## config.mk

```make
export PLATFORM = sky130hd
export DESIGN_NAME = frame_fifo_writer
export DESIGN_NICKNAME = d
export VERILOG_FILES = /design/src/rtl/frame_fifo_writer.sv
export SDC_FILE = /design/constraint.sdc
export NUM_CORES = 1
export LEC_CHECK = 0
export ABC_CLOCK_PERIOD_IN_PS = 2930
export CORE_ASPECT_RATIO = 0.7
export CORE_UTILIZATION = 35
export DETAILED_ROUTE_END_ITERATION = 7
export GPL_ROUTABILITY_DRIVEN = 0
export PLACE_DENSITY = 0.64
export SETUP_SLACK_MARGIN = 0.1
export SYNTH_ARGS = -nofsm -noshare
export SYNTH_HDL_FRONTEND = slang
export SYNTH_SLANG_ARGS = --single-unit
export TNS_END_PERCENT = 10
```

## constraint.sdc

```tcl
create_clock -name clk -period 2.93 [get_ports clk]
set_input_delay 0.879 -clock clk [delete_from_list [all_inputs] [get_ports clk]]
set_output_delay 0.879 -clock clk [all_outputs]
set_load 0.02 [all_outputs]
```

## src/rtl/frame_fifo_writer.sv

```systemverilog
// Pixel-domain producer for the PC frame pipe: resets the transfer FIFO on request,
// captures one frame from SOF, and writes exactly FRAME_BYTES words (zero-padding short frames).
module frame_fifo_writer #(
    parameter int FRAME_BYTES = 307200,
    parameter int BLOCK_BYTES = 1024,
    parameter int RST_CYCLES  = 8
) (
    input  logic        clk,
    input  logic        reset,
    input  logic        USB_ready,
    input  logic        pix_sof,
    input  logic        pix_valid,
    input  logic [7:0]  pix_data,
    input  logic        pix_eof,
    input  logic        FIFO_full,
    output logic        FIFO_write_reset,
    output logic        FIFO_read_reset,
    output logic        FIFO_wr_enable,
    output logic [31:0] FIFO_data_in,
    output logic        busy,
    output logic        overflow,
    output logic [15:0] frame_count
);
    localparam int CW = $clog2(FRAME_BYTES + 1);
    localparam int RW = $clog2(RST_CYCLES + 1);
    localparam logic [CW-1:0] FRAME_LAST = CW'(FRAME_BYTES);
    localparam logic [RW-1:0] RST_LAST   = RW'(RST_CYCLES - 1);

    // A frame must always end on a whole PC pipe block.
    if (FRAME_BYTES % BLOCK_BYTES != 0) begin : g_bad_geometry
        $error("frame_fifo_writer: FRAME_BYTES must be a multiple of BLOCK_BYTES");
    end

    typedef enum logic [2:0] {
        ST_IDLE,
        ST_FIFO_RST,
        ST_WAIT_SOF,
        ST_STREAM,
        ST_PAD,
        ST_DONE
    } state_t;

    state_t         state_q, state_d;
    logic           usb_ready_q, usb_prev_q;
    logic [CW-1:0]  byte_cnt_q, byte_cnt_d;
    logic [RW-1:0]  rst_cnt_q, rst_cnt_d;
    logic           wr_en_q, wr_en_d;
    logic [31:0]    data_q, data_d;
    logic           overflow_q, overflow_d;
    logic [15:0]    frame_count_q, frame_count_d;
    logic [CW-1:0]  byte_cnt_inc;
    logic           req_edge;
    logic           take_pixel;

    assign req_edge     = usb_ready_q & ~usb_prev_q;
    assign byte_cnt_inc = byte_cnt_q + 1'b1;

    always_comb begin
        state_d       = state_q;
        byte_cnt_d    = byte_cnt_q;
        rst_cnt_d     = rst_cnt_q;
        wr_en_d       = 1'b0;
        data_d        = data_q;
        overflow_d    = overflow_q;
        frame_count_d = frame_count_q;
        take_pixel    = 1'b0;

        case (state_q)
            ST_IDLE: begin
                if (req_edge) begin
                    overflow_d = 1'b0;
                    rst_cnt_d  = '0;
                    state_d    = ST_FIFO_RST;
                end
            end
            ST_FIFO_RST: begin
                rst_cnt_d = rst_cnt_q + 1'b1;
                if (rst_cnt_q == RST_LAST) begin
                    byte_cnt_d = '0;
                    state_d    = ST_WAIT_SOF;
                end
            end
            ST_WAIT_SOF: begin
                take_pixel = pix_valid & pix_sof;
            end
            ST_STREAM: begin
                take_pixel = pix_valid;
                if (!pix_valid && pix_eof) begin
                    state_d = ST_PAD;
                end
            end
            ST_PAD: begin
                // Padding waits out a full FIFO rather than dropping words.
                if (!FIFO_full) begin
                    wr_en_d    = 1'b1;
                    data_d     = '0;
                    byte_cnt_d = byte_cnt_inc;
                    if (byte_cnt_inc == FRAME_LAST) begin
                        state_d = ST_DONE;
                    end
                end
            end
            ST_DONE: begin
                frame_count_d = frame_count_q + 1'b1;
                state_d       = ST_IDLE;
            end
            default: state_d = ST_IDLE;
        endcase

        // Dropped pixels still advance the counter so frame geometry is preserved.
        if (take_pixel) begin
            byte_cnt_d = byte_cnt_inc;
            if (FIFO_full) begin
                overflow_d = 1'b1;
            end else begin
                wr_en_d = 1'b1;
                data_d  = {22'd0, pix_data, 2'b00};
            end
            if (byte_cnt_inc == FRAME_LAST) begin
                state_d = ST_DONE;
            end else if (pix_eof) begin
                state_d = ST_PAD;
            end else begin
                state_d = ST_STREAM;
            end
        end
    end

    always_ff @(posedge clk) begin
        if (reset) begin
            state_q       <= ST_IDLE;
            usb_ready_q   <= 1'b0;
            usb_prev_q    <= 1'b0;
            byte_cnt_q    <= '0;
            rst_cnt_q     <= '0;
            wr_en_q       <= 1'b0;
            data_q        <= '0;
            overflow_q    <= 1'b0;
            frame_count_q <= '0;
        end else begin
            state_q       <= state_d;
            usb_ready_q   <= USB_ready;
            usb_prev_q    <= usb_ready_q;
            byte_cnt_q    <= byte_cnt_d;
            rst_cnt_q     <= rst_cnt_d;
            wr_en_q       <= wr_en_d;
            data_q        <= data_d;
            overflow_q    <= overflow_d;
            frame_count_q <= frame_count_d;
        end
    end

    assign busy             = (state_q != ST_IDLE);
    assign FIFO_write_reset = (state_q == ST_FIFO_RST);
    assign FIFO_read_reset  = (state_q == ST_FIFO_RST);
    assign FIFO_wr_enable   = wr_en_q;
    assign FIFO_data_in     = data_q;
    assign overflow         = overflow_q;
    assign frame_count      = frame_count_q;

endmodule
```

==> summary.txt, run 1 <==
Critical path
  – Cell family with most CP delay: buffers and inverters
  – WP data arrival: 1930 ps
  – Critical path type: reg -> out
  – Crit path largest cell delay: 630 ps
  – Reg2reg end: state_q[0]$_SDFFE_PP0P_
  – Reg2Reg Setup Slack: 190 ps
  – Crit end category: output pin
  – Bufs and invs on worst path: 2
  – Worst Path Max Fanout: 7
  – Worst Path Required: 2050 ps
  – Cell Chain, Critical Path: nor2b_2 -> nand2_1 -> inv_1 -> clkdlybuf4s50_1
  – Crit Reg-Reg Startpoint: byte_cnt_q[1]$_SDFFE_PP0P_
  – Startpoint Class: flop
  – Crit. path cell count: 4
  – Slowest cell on crit path: clkdlybuf4s50_1
  – Worst reg-to-reg path cell count: 9

STA
  – Setup Skew: 7.71 ps
  – Setup ws final: 126 ps
  – Relative slew slack: 0.262
  – Worst-margin pin slew: 1110 ps
  – Setup TNS: 0 ps
  – RSZ-0062 raised after global routing: yes
  – Period Utilization, post-route: 0.957
  – Max frequency: 357 MHz
  – Final Hold Vio Count: 0
  – Final worst path period need: 2800 ps
  – Endpoints failing setup: 0
  – Final Slew Violations: 0
  – Worst hold slack: 455 ps

Clocking
  – Cts bufs inserted: 9
  – Clock transition at path regs: 60 ps
  – Clock Sinks: 78
  – Clk_lat worst skew: 330 ps
  – CTS tree: built
  – Cts hold-fix bufs: 0
  – Max clock buf depth: 2
  – CTS root buffer: clkbuf_16
  – H-Tree Depth: 3

Status
  – Status: complete, no violations

Floorplan
  – Initial Utilization: 0.366
  – Die X: 119 um
  – Die H: 84.2 um
  – CORE AREA: 9220 um2
  – Full die area: 10000 um2
  – Boundary Pins: 68
  – Std-Cell Rows: 29

Route
  – DRC: 0
  – DRT iter0 DRCs: 159
  – Post-route ant nets: 0
  – DR WL/cell: 14.4 um
  – Vias: 2997
  – Drt via density: 5.15
  – Drt total wl: 8400 um
  – TritonRoute pass-1 iters: 7

Synthesis
  – Register area share after synthesis: 0.463
  – Synthesized flop and latch total: 78
  – Synth cell types: 48
  – Post-Syn Area: 3380 um2
  – Synth Warn #: 0
  – EDFF count, synth: 0
  – Cells after synthesis: 390
  – Synth Flop Type: dfxtp_1
  – Syn Area/Cell: 8.66 um2
  – Syn Nets: 408
  – Synth async-reset ratio: 0

Finish
  – Area Overhead vs Synth: 33.5%
  – Share of layout cells above drive strength 1: 0.0917
  – Most frequent cells in the layout: 77 x dfxtp_1, 65 x clkdlybuf4s50_1, 51 x nor2_1
  – N_diodes: 0
  – Filler cells: 885
  – Nets@finish: 472
  – Commonest non-fill, non-tap cell in the layout: dfxtp_1
  – Final Instance Area: 4510 um2

Global routing
  – Largest net degree at the start of global routing: 55
  – First-pass GRT wire length: 14100 um
  – Number of global-route vias before repair: 2859
  – Gr ovfl total: 0
  – Total GRT Usage: 0.177
  – Initial antenna violation count: 0

Power and ir drop
  – Pwr dens: 634 nW/um2
  – Pleak: 1.66 nW
  – Pwr Total: 2.86 mW
  – Peak supply drop: 0.000342 V

Placement
  – DP Area: 4160 um2
  – DP Worst Slack: -53.9 ps
  – I/O Buffers: 67
  – Hpwl dp: 5840 um

Min path
  – Worst hold path depth: 1
  – HP Class: reg -> reg

Job
  – Max Cap Viol: 0
==> area by class of cell <==
class | instances | area (um2) | share of cell area
multi-input cells | 281 | 1700 | 0.376
flip-flops and latches | 78 | 1560 | 0.347
repair buffers | 80 | 766 | 0.170
clock buffers | 9 | 225 | 0.0500
well taps | 124 | 155 | 0.0344
clock inverters | 6 | 87.6 | 0.0194
inverters | 4 | 15.0 | 0.00333
==> through the flow <==
step	instances	util
3_5_place_dp	565	0.451
2_1_floorplan	390	-
6_report	582	0.489
3_3_place_gp	565	0.451
4_1_cts	580	0.485
5_1_grt	582	0.489
==> synth_stat cells (4+ instances only) <==
cell / instances / share of area
clkbuf_1: 19 / 0.021
buf_2: 4 / 0.0059
o21ai_0: 16 / 0.024
and4_1: 4 / 0.010
and2_1: 25 / 0.046
o21ai_1: 4 / 0.0059
nand2_1: 26 / 0.029
nand3b_1: 5 / 0.011
nor2b_1: 4 / 0.0074
xor2_1: 16 / 0.042
and3_1: 12 / 0.022
nand3_1: 13 / 0.019
nor3_1: 7 / 0.010
nand4_1: 9 / 0.017
inv_1: 4 / 0.0044
nor2_1: 51 / 0.057
or3_1: 7 / 0.013
a21oi_1: 25 / 0.037
a22oi_1: 12 / 0.027
dfxtp_1: 78 / 0.46
buf_4: 4 / 0.0089
==> cells by family (layout without fill, tap and decap cells) <==
kind of cell	after synthesis	after routing	share of synthesized area
xor gates and xnor gates	19	19	0.0493
and+or+nand+nor	180	180	0.287
AOI/OAI and AO/OA	77	77	0.143
adders and majority gates	3	3	0.0111
muxes	2	2	0.00593
buffers and inverters	31	99	0.0404
DFF	78	78	0.463
==> worst max path at each step <==
| stage | slack [ps] | startpoint | end |
|---|---|---|---|
| 2_1_floorplan | 370 | byte_cnt_q[0]$_SDFFE_PP0P_ | state_q[0]$_SDFFE_PP0P_ |
| 3_3_place_gp | 7 | pix_sof | flop |
| 3_5_place_dp | -50 | pix_sof | flop |
| 4_1_cts | 80 | state_q[0]$_SDFFE_PP0P_ | FIFO_read_reset |
| 5_1_grt | 6 | state_q[0]$_SDFFE_PP0P_ | FIFO_write_reset |
| 6_report | 130 | state_q[0]$_SDFFE_PP0P_ | FIFO_write_reset |
==> what timing repair did <==
item,in CTS,in global routing
resized for setup,2,5
endpoints found under the setup margin,4,9
pin swaps,0,1
setup buffers,0,2
==> report_power, final <==
part           switching [mW]  internal, mW  total (mW)  leakage, nW
combinational           0.331         0.221       0.552        0.875
sequential             0.0394          1.09        1.13        0.630
clock                   0.433         0.740        1.17        0.155
==> per-layer routing <==
layer | track usage | share of wire
met1 | 0.242 | 0.48
met2 | 0.259 | 0.43
met3 | 0.0639 | 0.070
met4 | 0.0591 | 0.016
met5 | 0 | 0
(Power assumes the default switching activity.)
==> run 2: changes to the inputs <==
--- a/config.mk
+++ b/config.mk
@@ -10,6 +10,7 @@
 export CORE_UTILIZATION = 35
 export DETAILED_ROUTE_END_ITERATION = 7
 export GPL_ROUTABILITY_DRIVEN = 0
+export MAX_ROUTING_LAYER = met4
 export PLACE_DENSITY = 0.64
 export SETUP_SLACK_MARGIN = 0.1
 export SYNTH_ARGS = -nofsm -noshare
==> run 2 against run 1 <==
Against the previous run: clock skew up 0.89 ps; sequential power about the same; cell count unchanged; register-to-register slack about the same; clock power about the same; clock-buffer cell count unchanged; sequential share of layout area unchanged; via count down 0.20%; core utilization unchanged; sequential cell count unchanged; global-route usage up 0.62 points; largest power group unchanged.
==> summary.txt, run 2 (synthesis gave the netlist of run 1 again) <==
Clocking
  – CTS root buffer: clkbuf_16 (unchanged)
  – Clock transition at path regs: 60 ps (about the same)
  – CTS tree: built (unchanged)
  – H-Tree Depth: 3 (unchanged)
  – Cts bufs inserted: 9 (unchanged)
  – Clock Sinks: 78 (unchanged)
  – Clk_lat worst skew: 330 ps (about the same)
  – Cts hold-fix bufs: 0 (unchanged)
  – Max clock buf depth: 2 (unchanged)

STA
  – Endpoints failing setup: 0 (unchanged)
  – Max frequency: 358 MHz (was 357 MHz)
  – Final Slew Violations: 0 (unchanged)
  – Period Utilization, post-route: 0.954 (was 0.957)
  – Relative slew slack: 0.253 (was 0.262)
  – Final worst path period need: 2800 ps (about the same)
  – Worst-margin pin slew: 1120 ps (was 1110 ps)
  – Final Hold Vio Count: 0 (unchanged)
  – RSZ-0062 raised after global routing: yes (unchanged)
  – Setup TNS: 0 ps (unchanged)
  – Setup Skew: 8.59 ps (was 7.71 ps)

Power and ir drop
  – Pwr Total: 2.85 mW (was 2.86 mW)
  – Pwr dens: 633 nW/um2 (was 634 nW/um2)
  – Pleak: 1.66 nW (unchanged)
  – Peak supply drop: 0.000342 V (about the same)

Floorplan
  – Initial Utilization: 0.366 (unchanged)
  – Std-Cell Rows: 29 (unchanged)
  – CORE AREA: 9220 um2 (unchanged)
  – Die H: 84.2 um (unchanged)
  – Die X: 119 um (unchanged)
  – Full die area: 10000 um2 (unchanged)
  – Boundary Pins: 68 (unchanged)

Route
  – DRT iter0 DRCs: 173 (was 159)
  – Drt total wl: 8390 um (was 8400 um)
  – DR WL/cell: 14.4 um (about the same)
  – Drt via density: 5.14 (was 5.15)
  – DRC: 0 (unchanged)
  – Vias: 2991 (was 2997)
  – TritonRoute pass-1 iters: 5 (was 7)
  – Post-route ant nets: 0 (unchanged)

Critical path
  – Crit Reg-Reg Startpoint: byte_cnt_q[1]$_SDFFE_PP0P_ (unchanged)
  – Crit end category: output pin (unchanged)
  – Slowest cell on crit path: clkdlybuf4s50_1 (unchanged)
  – Crit path largest cell delay: 630 ps (about the same)
  – Worst Path Required: 2050 ps (about the same)
  – Critical path type: reg -> out (unchanged)
  – Worst Path Max Fanout: 7 (unchanged)
  – Cell Chain, Critical Path: nor2b_2 -> nand2_1 -> inv_1 -> clkdlybuf4s50_1 (unchanged)
  – WP data arrival: 1920 ps (was 1930 ps)
  – Reg2Reg Setup Slack: 190 ps (about the same)
  – Crit path launch: state_q[0]$_SDFFE_PP0P_ (unchanged)
  – Startpoint Class: flop (unchanged)

Placement
  – I/O Buffers: 67 (unchanged)
  – Hpwl dp: 5840 um (unchanged)
  – DP Area: 4160 um2 (unchanged)

Global routing
  – Number of global-route vias before repair: 2858 (was 2859)
  – Gr ovfl total: 0 (unchanged)
  – Initial antenna violation count: 0 (unchanged)
  – Total GRT Usage: 0.183 (was 0.177)
  – First-pass GRT wire length: 14100 um (about the same)
  – Largest net degree at the start of global routing: 55 (unchanged)

Finish
  – N_diodes: 0 (unchanged)
  – Nets@finish: 472 (unchanged)
  – Share of layout cells above drive strength 1: 0.0917 (unchanged)
  – Most frequent cells in the layout: 77 x dfxtp_1, 65 x clkdlybuf4s50_1, 51 x nor2_1 (unchanged)
  – Commonest non-fill, non-tap cell in the layout: dfxtp_1 (unchanged)
  – Register area: 1560 um2 (unchanged)
  – Area Overhead vs Synth: 33.5% (unchanged)
  – Final Instance Area: 4510 um2 (unchanged)
  – Filler cells: 885 (unchanged)
  – Footprint of the multi-input gates: 1700 um2 (unchanged)

Min path
  – HP Class: reg -> reg (unchanged)

Status
  – Status: complete, no violations (unchanged)

Job
  – Max Cap Viol: 0 (unchanged)
[run 2: path summary, 6_finish.rpt]
path                             endpoint  cells past startpoint
setup / recovery         FIFO_write_reset                      4
hold / removal                       flop                      1
hold reg to reg                      flop                      1
setup reg to reg  state_q[0]$_SDFFE_PP0P_                      9
[run 2: per-stage QoR]
stage	std cells	setup WS (ps)	hold slack [ps]	utilization
floorplan	390	373	439	-
global placement	565	6.71	441	0.451
detailed placement	565	-53.9	443	0.451
CTS	580	83.8	461	0.485
global route	582	4.12	476	0.489
finish	582	133	455	0.489
[run 2: critical path: cells and delay by family (launching register included)]
| family | cells | cell delay [ps] |
|---|---|---|
| buf+inv | 2 | 800 |
| simple gates | 2 | 360 |
| flops | 1 | 430 |
[run 2: routing by layer]
layer	up-vias	part of all wire	global-route usage	wire length, um
met4	0	0.013	0.0591	110
met5	-	0	-	0
met3	8	0.063	0.0618	527
met1	1402	0.49	0.245	4120
met2	88	0.43	0.258	3630
li1	1493	-	-	-
[run 2: repair_timing]
| item | CTS | global route |
|---|---|---|
| gates resized for setup | 2 | 5 |
| setup buffers | 0 | 2 |
| setup endpoints to repair | 4 | 7 |
| pin swaps | 0 | 1 |
[run 2: cell type report]
class,instances,area share
clock buffer,9,0.0500
clock inverter,6,0.0194
tap,124,0.0344
multi-input combinational,281,0.376
sequential,78,0.347
inverter,4,0.00333
timing repair buffer,80,0.170
[run 2: where the power goes]
group | total (mW) | internal (mW) | switching [mW] | leakage, nW
sequential | 1.13 | 1.09 | 0.0396 | 0.630
combinational | 0.549 | 0.221 | 0.328 | 0.875
clock | 1.17 | 0.741 | 0.434 | 0.155
==> run 3: changes to the inputs <==
--- a/config.mk
+++ b/config.mk
@@ -5,7 +5,6 @@
 export SDC_FILE = /design/constraint.sdc
 export NUM_CORES = 1
 export LEC_CHECK = 0
-export ABC_CLOCK_PERIOD_IN_PS = 2930
 export CORE_ASPECT_RATIO = 0.7
 export CORE_UTILIZATION = 35
 export DETAILED_ROUTE_END_ITERATION = 7
@@ -13,6 +12,7 @@
 export MAX_ROUTING_LAYER = met4
 export PLACE_DENSITY = 0.64
 export SETUP_SLACK_MARGIN = 0.1
+export SLEW_MARGIN = 20
 export SYNTH_ARGS = -nofsm -noshare
 export SYNTH_HDL_FRONTEND = slang
 export SYNTH_SLANG_ARGS = --single-unit
==> run 3 against run 2 <==
Against the previous run: clock-buffer cell count unchanged; hold slack about the same; die area stayed put; sequential cell count unchanged; cell count is the same; combinational power is essentially flat; fmax shrank 0.12%; worst setup slack lost 3.3 ps; critical path type unchanged; largest power group unchanged.
==> summary.txt, run 3 (synthesis gave the netlist of run 1 again) <==
Status
  – Status: complete, no violations (unchanged)

Min path
  – Worst hold path depth: 1 (unchanged)
  – HP Class: reg -> reg (unchanged)

Finish
  – Most frequent cells in the layout: 77 x dfxtp_1, 65 x clkdlybuf4s50_1, 51 x nor2_1 (unchanged)
  – Register area: 1560 um2 (unchanged)
  – Final Instance Area: 4510 um2 (about the same)
  – Footprint of the multi-input gates: 1700 um2 (about the same)
  – Commonest non-fill, non-tap cell in the layout: dfxtp_1 (unchanged)
  – Area Overhead vs Synth: 33.6% (was 33.5%)
  – Filler cells: 885 (unchanged)
  – Share of layout cells above drive strength 1: 0.0939 (was 0.0917)
  – Nets@finish: 472 (unchanged)
  – N_diodes: 0 (unchanged)

Critical path
  – Reg2reg end: state_q[0]$_SDFFE_PP0P_ (unchanged)
  – Reg2Reg Setup Slack: 190 ps (about the same)
  – Crit end category: output pin (unchanged)
  – WP data arrival: 1920 ps (about the same)
  – Worst Path Max Fanout: 7 (unchanged)
  – Worst reg-to-reg path cell count: 9 (unchanged)
  – Critical path type: reg -> out (unchanged)
  – Startpoint Class: flop (unchanged)
  – Worst Path Required: 2050 ps (about the same)
  – Crit Reg-Reg Startpoint: byte_cnt_q[1]$_SDFFE_PP0P_ (unchanged)

Global routing
  – Gr ovfl total: 0 (unchanged)
  – First-pass GRT wire length: 14100 um (unchanged)
  – Initial antenna violation count: 0 (unchanged)
  – Number of global-route vias before repair: 2858 (unchanged)
  – Total GRT Usage: 0.183 (unchanged)
  – Largest net degree at the start of global routing: 55 (unchanged)

Clocking
  – H-Tree Depth: 3 (unchanged)
  – CTS root buffer: clkbuf_16 (unchanged)
  – Cts hold-fix bufs: 0 (unchanged)
  – CTS tree: built (unchanged)
  – Cts bufs inserted: 9 (unchanged)
  – Clock transition at path regs: 60 ps (about the same)
  – Clock Sinks: 78 (unchanged)
  – Clk_lat worst skew: 330 ps (about the same)
  – Max clock buf depth: 2 (unchanged)

Power and ir drop
  – Pwr dens: 633 nW/um2 (about the same)
  – Peak supply drop: 0.000341 V (was 0.000342 V)
  – Pleak: 1.66 nW (about the same)

Floorplan
  – CORE AREA: 9220 um2 (unchanged)
  – Initial Utilization: 0.366 (unchanged)
  – Full die area: 10000 um2 (unchanged)
  – Std-Cell Rows: 29 (unchanged)
  – Die H: 84.2 um (unchanged)
  – Die X: 119 um (unchanged)
  – Boundary Pins: 68 (unchanged)

STA
  – Max frequency: 357 MHz (was 358 MHz)
  – Final Hold Vio Count: 0 (unchanged)
  – Worst hold slack: 455 ps (about the same)
  – Worst-margin pin slew: 664 ps (was 1120 ps)
  – Setup Skew: 8.59 ps (about the same)
  – Period Utilization, post-route: 0.956 (was 0.954)
  – RSZ-0062 raised after global routing: yes (unchanged)
  – Relative slew slack: 0.555 (was 0.253)
  – Final Slew Violations: 0 (unchanged)
  – Final worst path period need: 2800 ps (about the same)
  – Endpoints failing setup: 0 (unchanged)

Route
  – Drt via density: 5.12 (was 5.14)
  – DR WL/cell: 14.4 um (about the same)
  – DRT iter0 DRCs: 173 (unchanged)
  – DRC: 0 (unchanged)
  – Vias: 2982 (was 2991)
  – Drt total wl: 8380 um (was 8390 um)
  – TritonRoute pass-1 iters: 4 (was 5)
  – Post-route ant nets: 0 (unchanged)

Job
  – Max Cap Viol: 0 (unchanged)

Placement
  – I/O Buffers: 67 (unchanged)
  – Hpwl dp: 5840 um (unchanged)
  – DP Area: 4160 um2 (unchanged)
-- run 3: worst max-delay path by stage --
stage	from	endpoint	depth (start not counted)	slack, ps
floorplan	byte_cnt_q[0]$_SDFFE_PP0P_	state_q[0]$_SDFFE_PP0P_	9	370
global placement	pix_sof	flop	7	7
detailed placement	pix_sof	flop	7	-50
CTS	state_q[0]$_SDFFE_PP0P_	FIFO_read_reset	4	80
global route	state_q[0]$_SDFFE_PP0P_	FIFO_write_reset	4	4
finish	state_q[0]$_SDFFE_PP0P_	FIFO_write_reset	4	130
-- run 3: worst max-delay path, cell delays in order (launching register included) --
cell	delay, ps
dfxtp_1	430
nor2b_2	260
nand2_1	100
inv_1	170
clkdlybuf4s50_1	630
-- run 3: timing repair --
action,in CTS,in global routing
buffers inserted,0,2
gates resized for setup,2,5
pin swaps,0,1
setup endpoints to repair,4,4
-- run 3: final cells by class --
cell class                 instances  area share
clock buffer                       9      0.0499
clock inverter                     6      0.0194
inverter                           4     0.00333
multi-input combinational        281       0.377
sequential                        78       0.347
tap                              124      0.0344
timing repair buffer              80       0.170
-- run 3: per-stage QoR --
stage	worst slack (ps)	setup TNS (ps)	utilization	instances	power, mW
final	130	0	0.489	582	2.85
after global placement	6.71	0	0.451	565	1.68
after detailed placement	-53.9	-776	0.451	565	1.69
after global routing	4.12	0	0.489	582	3.00
after floorplan	373	0	-	390	1.48
after CTS	83.8	0	0.485	580	2.87
-- run 3: report_power, final --
part / switching (mW) / internal [mW] / leakage [nW]
Combinational: 0.327 / 0.221 / 0.877
Sequential: 0.0396 / 1.09 / 0.630
Clock: 0.434 / 0.741 / 0.155
-- run 3: routing by layer --
metal | track usage | share of wire | up-vias
met5 | - | 0 | -
met4 | 0.0591 | 0.013 | 0
met2 | 0.258 | 0.43 | 82
li1 | - | - | 1494
met3 | 0.0618 | 0.065 | 8
met1 | 0.245 | 0.49 | 1398
